File: src/rtl/uart_loader_pkg.sv
// Loader frame constants and FSM state encoding.
// Shared by the frame decoder and its timeout counter.
package uart_loader_pkg;

  localparam logic [7:0] LDR_SYNC      = 8'hA5;
  localparam logic [7:0] LDR_CMD_WR    = 8'h01;
  localparam logic [7:0] LDR_CMD_START = 8'h02;
  localparam int         LDR_FRAME_LEN = 9;

  typedef enum logic [2:0] {
    IDLE,
    CMD,
    ADDR,
    DATA,
    CHK,
    HOLD
  } ldr_state_e;

  function automatic logic ldr_op_legal(input logic [7:0] op);
    return (op == LDR_CMD_WR) || (op == LDR_CMD_START);
  endfunction

endpackage

File: src/rtl/uart_loader_timeout.sv
// Inter-byte idle counter with a one-cycle expiry flag.
// Expiry fires in the cycle the count would reach TIMEOUT_CYC.
module uart_loader_timeout #(
  parameter int TIMEOUT_CYC = 100000
) (
  input  logic clk,
  input  logic rst,
  input  logic i_clr,
  input  logic i_en,
  output logic o_expire
);

  localparam int W = $clog2(TIMEOUT_CYC + 1);

  logic [W-1:0] r_cnt;

  // A byte arriving in the expiry cycle takes precedence.
  assign o_expire = i_en && !i_clr &&
                    (r_cnt == W'(TIMEOUT_CYC - 1));

  // Count idle cycles while a frame is open; restart on every byte.
  always_ff @(posedge clk) begin
    if (rst) begin
      r_cnt <= '0;
    end else if (i_clr) begin
      r_cnt <= '0;
    end else if (i_en) begin
      if (o_expire) r_cnt <= '0;
      else          r_cnt <= r_cnt + W'(1);
    end
  end

endmodule

File: src/rtl/uart_loader.sv
// Serial loader frame decoder: sync, opcode, address, data, XOR check.
// Accepted frames are held on a valid/ready command port.
module uart_loader
  import uart_loader_pkg::*;
#(
  parameter int TIMEOUT_CYC = 100000
) (
  input  logic        clk,
  input  logic        rst,
  input  logic        received,
  input  logic [7:0]  rx_byte,
  input  logic        recv_error,
  output logic        cmd_valid,
  input  logic        cmd_ready,
  output logic        cmd_start,
  output logic [15:0] cmd_addr,
  output logic [31:0] cmd_data,
  output logic        busy,
  output logic        frame_err,
  output logic [7:0]  err_cnt
);

  ldr_state_e  r_state;
  logic [7:0]  r_op;
  logic [7:0]  r_chk;
  logic [2:0]  r_idx;
  logic [15:0] r_addr;
  logic [31:0] r_data;
  logic        r_cmd_start;
  logic [15:0] r_cmd_addr;
  logic [31:0] r_cmd_data;
  logic        r_frame_err;
  logic [7:0]  r_err_cnt;

  logic w_active;
  logic w_expire;
  logic w_chk_ok;
  logic w_err_evt;

  assign w_active = (r_state == CMD)  || (r_state == ADDR) ||
                    (r_state == DATA) || (r_state == CHK);
  assign w_chk_ok = (rx_byte == r_chk) && ldr_op_legal(r_op);

  uart_loader_timeout #(
    .TIMEOUT_CYC(TIMEOUT_CYC)
  ) u_timeout (
    .clk     (clk),
    .rst     (rst),
    .i_clr   (received),
    .i_en    (w_active),
    .o_expire(w_expire)
  );

  // Every condition that rejects a frame or drops a byte.
  always_comb begin
    w_err_evt = 1'b0;
    if (r_state == HOLD) begin
      w_err_evt = received;
    end else if (w_active) begin
      if (recv_error)
        w_err_evt = 1'b1;
      else if (received)
        w_err_evt = (r_state == CHK) && !w_chk_ok;
      else
        w_err_evt = w_expire;
    end
  end

  // Frame FSM, assembly registers, checksum and error reporting.
  always_ff @(posedge clk) begin
    if (rst) begin
      r_state     <= IDLE;
      r_op        <= '0;
      r_chk       <= '0;
      r_idx       <= '0;
      r_addr      <= '0;
      r_data      <= '0;
      r_cmd_start <= 1'b0;
      r_cmd_addr  <= '0;
      r_cmd_data  <= '0;
      r_frame_err <= 1'b0;
      r_err_cnt   <= '0;
    end else begin
      r_frame_err <= w_err_evt;
      if (w_err_evt && (r_err_cnt != 8'hFF))
        r_err_cnt <= r_err_cnt + 8'd1;
      unique case (r_state)
        IDLE: begin
          if (received && (rx_byte == LDR_SYNC)) begin
            r_chk   <= '0;
            r_state <= CMD;
          end
        end
        CMD: begin
          if (w_err_evt) begin
            r_state <= IDLE;
          end else if (received) begin
            r_op    <= rx_byte;
            r_chk   <= r_chk ^ rx_byte;
            r_idx   <= '0;
            r_state <= ADDR;
          end
        end
        ADDR: begin
          if (w_err_evt) begin
            r_state <= IDLE;
          end else if (received) begin
            r_addr <= {rx_byte, r_addr[15:8]};
            r_chk  <= r_chk ^ rx_byte;
            if (r_idx == 3'd1) begin
              r_idx   <= '0;
              r_state <= DATA;
            end else begin
              r_idx <= r_idx + 3'd1;
            end
          end
        end
        DATA: begin
          if (w_err_evt) begin
            r_state <= IDLE;
          end else if (received) begin
            r_data <= {rx_byte, r_data[31:8]};
            r_chk  <= r_chk ^ rx_byte;
            if (r_idx == 3'd3) begin
              r_idx   <= '0;
              r_state <= CHK;
            end else begin
              r_idx <= r_idx + 3'd1;
            end
          end
        end
        CHK: begin
          if (w_err_evt) begin
            r_state <= IDLE;
          end else if (received) begin
            r_cmd_start <= (r_op == LDR_CMD_START);
            r_cmd_addr  <= r_addr;
            r_cmd_data  <= (r_op == LDR_CMD_START) ? '0 : r_data;
            r_state     <= HOLD;
          end
        end
        HOLD: begin
          if (cmd_ready) r_state <= IDLE;
        end
        default: r_state <= IDLE;
      endcase
    end
  end

  assign cmd_valid = (r_state == HOLD);
  assign busy      = (r_state != IDLE);
  assign cmd_start = r_cmd_start;
  assign cmd_addr  = r_cmd_addr;
  assign cmd_data  = r_cmd_data;
  assign frame_err = r_frame_err;
  assign err_cnt   = r_err_cnt;

endmodule

File: config.mk
export PLATFORM = sky130hd
export DESIGN_NAME = uart_loader
export DESIGN_NICKNAME = d
export VERILOG_FILES = /design/src/rtl/uart_loader_pkg.sv /design/src/rtl/uart_loader_timeout.sv /design/src/rtl/uart_loader.sv
export SDC_FILE = /design/constraint.sdc
export NUM_CORES = 1
export LEC_CHECK = 0
export CORE_ASPECT_RATIO = 1.75
export CORE_MARGIN = 4
export CORE_UTILIZATION = 40
export DETAILED_ROUTE_END_ITERATION = 8
export SETUP_SLACK_MARGIN = 0.05
export SLEW_MARGIN = 20
export SYNTH_ARGS = -nofsm -noshare
export SYNTH_HDL_FRONTEND = slang
export SYNTH_SLANG_ARGS = --single-unit
File: constraint.sdc
create_clock -name clk -period 1.81 [get_ports clk]
set_clock_uncertainty 0.05 [all_clocks]
set_input_delay 0.362 -clock clk [delete_from_list [all_inputs] [get_ports clk]]
set_output_delay 0.362 -clock clk [all_outputs]
set_load 0.01 [all_outputs]
==> results.toml <==
[power]
peakVddDrop_v = 0.000641
pwr-share-seq_pct = 35.9
p_sw_share_pct = 30.7
pwr_density_cell_mw_per_mm2 = 984
power.switching_w = 0.00288
power.internal_w = 0.00649
comb_power_share_pct = 26.1
p_clk_share_pct = 37.9
leakagePower_nw = 4.09

[sta]
drv_slew = 0
fin_crit_ns = 2.20
timing.fmax_mhz = 455
hold_violations = 0
maxSlewHeadroom_pct = 57.2
rsz0062_at_grt = "true"
setup_ws_ns = -0.387
timing.final.crit_share_pct = 121
setup_viol = 121
worst_slew_pin_slew_ns = 0.636

[critical_path]
ff2ff_path_depth = 7
critical_path_class = "reg2reg"
r2r_start = "r_op[4]"
arrival_ns = 2.45
critical_path_peak_fanout = 10
worstPathRequired_ns = 2.07
worstSetupStartpoint = "r_op[4]"
end_kind = "flip-flop"
start_kind = "flip-flop"

[synth]
synthTopCellsByArea = "dfxtp_1, mux2i_1, nand2b_1"
yosysSeqAreaShare_pct = 45.3
syn_inst = 695
synth_largest_area_cell = "dfxtp_1"
synth-edff-count = 0
ys_async_sr_fraction_pct = 0
synth_flop_cell = "dfxtp_1"
netlist_area_mm2 = 0.00640
ys_warn_count = 0
synth.avg_cell_area_um2 = 9.21
yosysUniqueCellTypes = 60
synth_top_area_share_pct = 45.3
ys_ff_latch = 145
syn_nets = 714

[route]
ant_nets = 0
vias = 5607
totalWireLength_um = 18500
drc = 0
drtIter0Drc = 247
drt_pass1_iterations = 6
routedWlPerCell_um = 17.5
via_per_inst = 5.29

[clocking]
root_buffer = "clkbuf_16"
clk_pin_slew_ns = 0.06
clock_sinks = 145
holdBufCountCts = 0
cts_buffers = 17
cts_tree = "yes"
htree_levels = 4
clk_latency_ns = 0.42
cts_max_path_buffers = 2

[job]
cap_violations = 0

[die]
dieArea_mm2 = 0.0182
placeableCoreArea_mm2 = 0.0158
io_pins = 73
core.rowCount = 61
fp.dieW_um = 104
start_util_pct = 40.5
chipHeight_um = 175

[grt]
gr-total-overflow = 0
grt_use_total_pct = 19.5
grt_pass1_wl_um = 28800
first_global_vias = 5805
grt_max_degree = 57
antenna_found_initial = 0

[cells_and_area]
num_antenna_cells = 0
final_area_mm2 = 0.00953
drive_above_1_share_pct = 28.9
stdcell_count = 1059
nets = 876
area_growth_pct = 48.8

[min_path]
hold_class = "in2reg"
min_path_cells = 2
min_from = "rst"

[run_status]
status = "finished with violations"
violations = "setup timing"

[placement]
io_buffers = 72
place_inst = 995
hpwlAfterDp_um = 11800
place_congestion = 0.886
place_area_mm2 = 0.00793
==> worst max-delay path: stages, from the launching register on <==
cell and delay (ns):
dfxtp_1 0.31, or4_4 0.57, nor4_4 0.28, buf_4 0.18, and4_4 0.25, nand2_4 0.11, buf_12 0.17, mux2i_2 0.15
==> layer usage <==
layer	track usage (%)	vias to the layer above	wire length, um
met5	0	-	0
met4	8.54	0	596
met3	4.27	33	634
met2	38.3	135	10300
met1	19.5	2708	6900
li1	-	2731	-
==> synthesized netlist by cell type (4+ instances only) <==
library cell and count:
nand3_1 29, inv_1 11, o21ai_0 44, xor2_1 12
nand2b_1 52, mux2_1 4, ha_1 6, nor2_1 70
dfxtp_1 145, a211oi_1 5, clkbuf_1 27, nand3b_1 25
mux2i_1 73, and3_1 6, xnor2_1 12, a21oi_1 34
nand4_1 6, nor4_1 5, nor2b_1 10, buf_2 10
nor3_1 8, nand2_1 44, buf_6 4
==> final timing paths <==
path                  end  slack [ns]
max          cmd_data[31]       -0.39
min              r_idx[0]        0.25
max reg2reg  cmd_data[31]       -0.39
min reg2reg   cmd_data[1]        0.41
==> logic make-up after synthesis <==
group | count (synthesis) | share of synthesized area [%]
fa+ha+maj | 6 | 1.17
compound gates | 105 | 9.91
buf+inv | 56 | 4.12
simple gates | 279 | 23.5
mux | 80 | 12.6
xor+xnor | 24 | 3.28
flops | 145 | 45.3
==> per-stage QoR <==
stage	hold WS, ns	setup TNS (ns)	util [%]	total power, W	setup slack (ns)
floorplan	0.384	-10.35	-	0.00438	-0.162
global placement	0.397	-80.67	50.2	0.00517	-0.705
detailed placement	0.403	-87.44	50.2	0.00521	-0.759
CTS	0.203	-20.91	58.5	0.00916	-0.319
global route	0.241	-36.80	60.3	0.00971	-0.422
finish	0.246	-26.05	60.3	0.00937	-0.387
==> placed cells by master, fill, tap and decap left out, types with 4 or more instances in the layout <==
cell type        instances
nand2b_1                52
a21oi_1                 33
o21ai_2                  5
nor2_4                   8
nand4_1                  6
dfxtp_1                133
nand3b_1                25
nand3_1                 26
and3_1                   4
ha_1                     5
inv_6                    6
xnor2_1                  9
dlygate4sd2_1           12
xor2_1                  12
mux2i_1                 69
o21ai_1                 18
inv_1                   10
buf_4                   78
buf_6                   16
nor2b_1                 10
buf_16                   6
clkbuf_16               19
nor2_2                  10
nor3_2                   5
o21ai_0                 23
nor2_1                  52
dfxtp_2                 11
clkdlybuf4s50_1         45
nand2_1                 43
mux2i_2                  4
mux2_1                   4
nor4_4                   5
dlymetal6s2s_1          12
buf_12                  12
==> flip-flops by register name (all words and copies together) (netlist names) <==
| register | flops |
|---|---|
| err_cnt | 8 |
| r_addr | 16 |
| cmd_addr | 16 |
| cmd_data | 32 |
| r_data | 32 |
| r_state | 3 |
| u_timeout.r_cnt | 17 |
| frame_err | 1 |
| r_idx | 3 |
| r_op | 8 |
| cmd_start | 1 |
| r_chk | 8 |
==> power groups by stage <==
stage / clock network, W / logic, W / registers [W]
CTS: 0.00362 / 0.00218 / 0.00336
floorplan: 0 / 0.000979 / 0.00340
global placement: 0 / 0.00177 / 0.00341
global route: 0.00377 / 0.00257 / 0.00338
detailed placement: 0 / 0.00180 / 0.00341
finish: 0.00356 / 0.00245 / 0.00337
==> timing repair <==
| item | 4_1_cts | 5_1_grt |
|---|---|---|
| buffers inserted | 20 | 4 |
| gates resized for setup | 125 | 65 |
| pin swaps | 30 | 29 |
| setup endpoints to repair | 154 | 155 |
| cloned | 8 | 3 |
==> area by class of cell <==
class / count / area, um^2
fill: 1282 / 6270
clock buffer: 17 / 425
sequential: 145 / 2920
inverter: 11 / 41.3
multi-input combinational: 496 / 3760
timing repair buffer: 186 / 1970
tap: 189 / 236
clock inverter: 15 / 171
(Power assumes the default switching activity.)
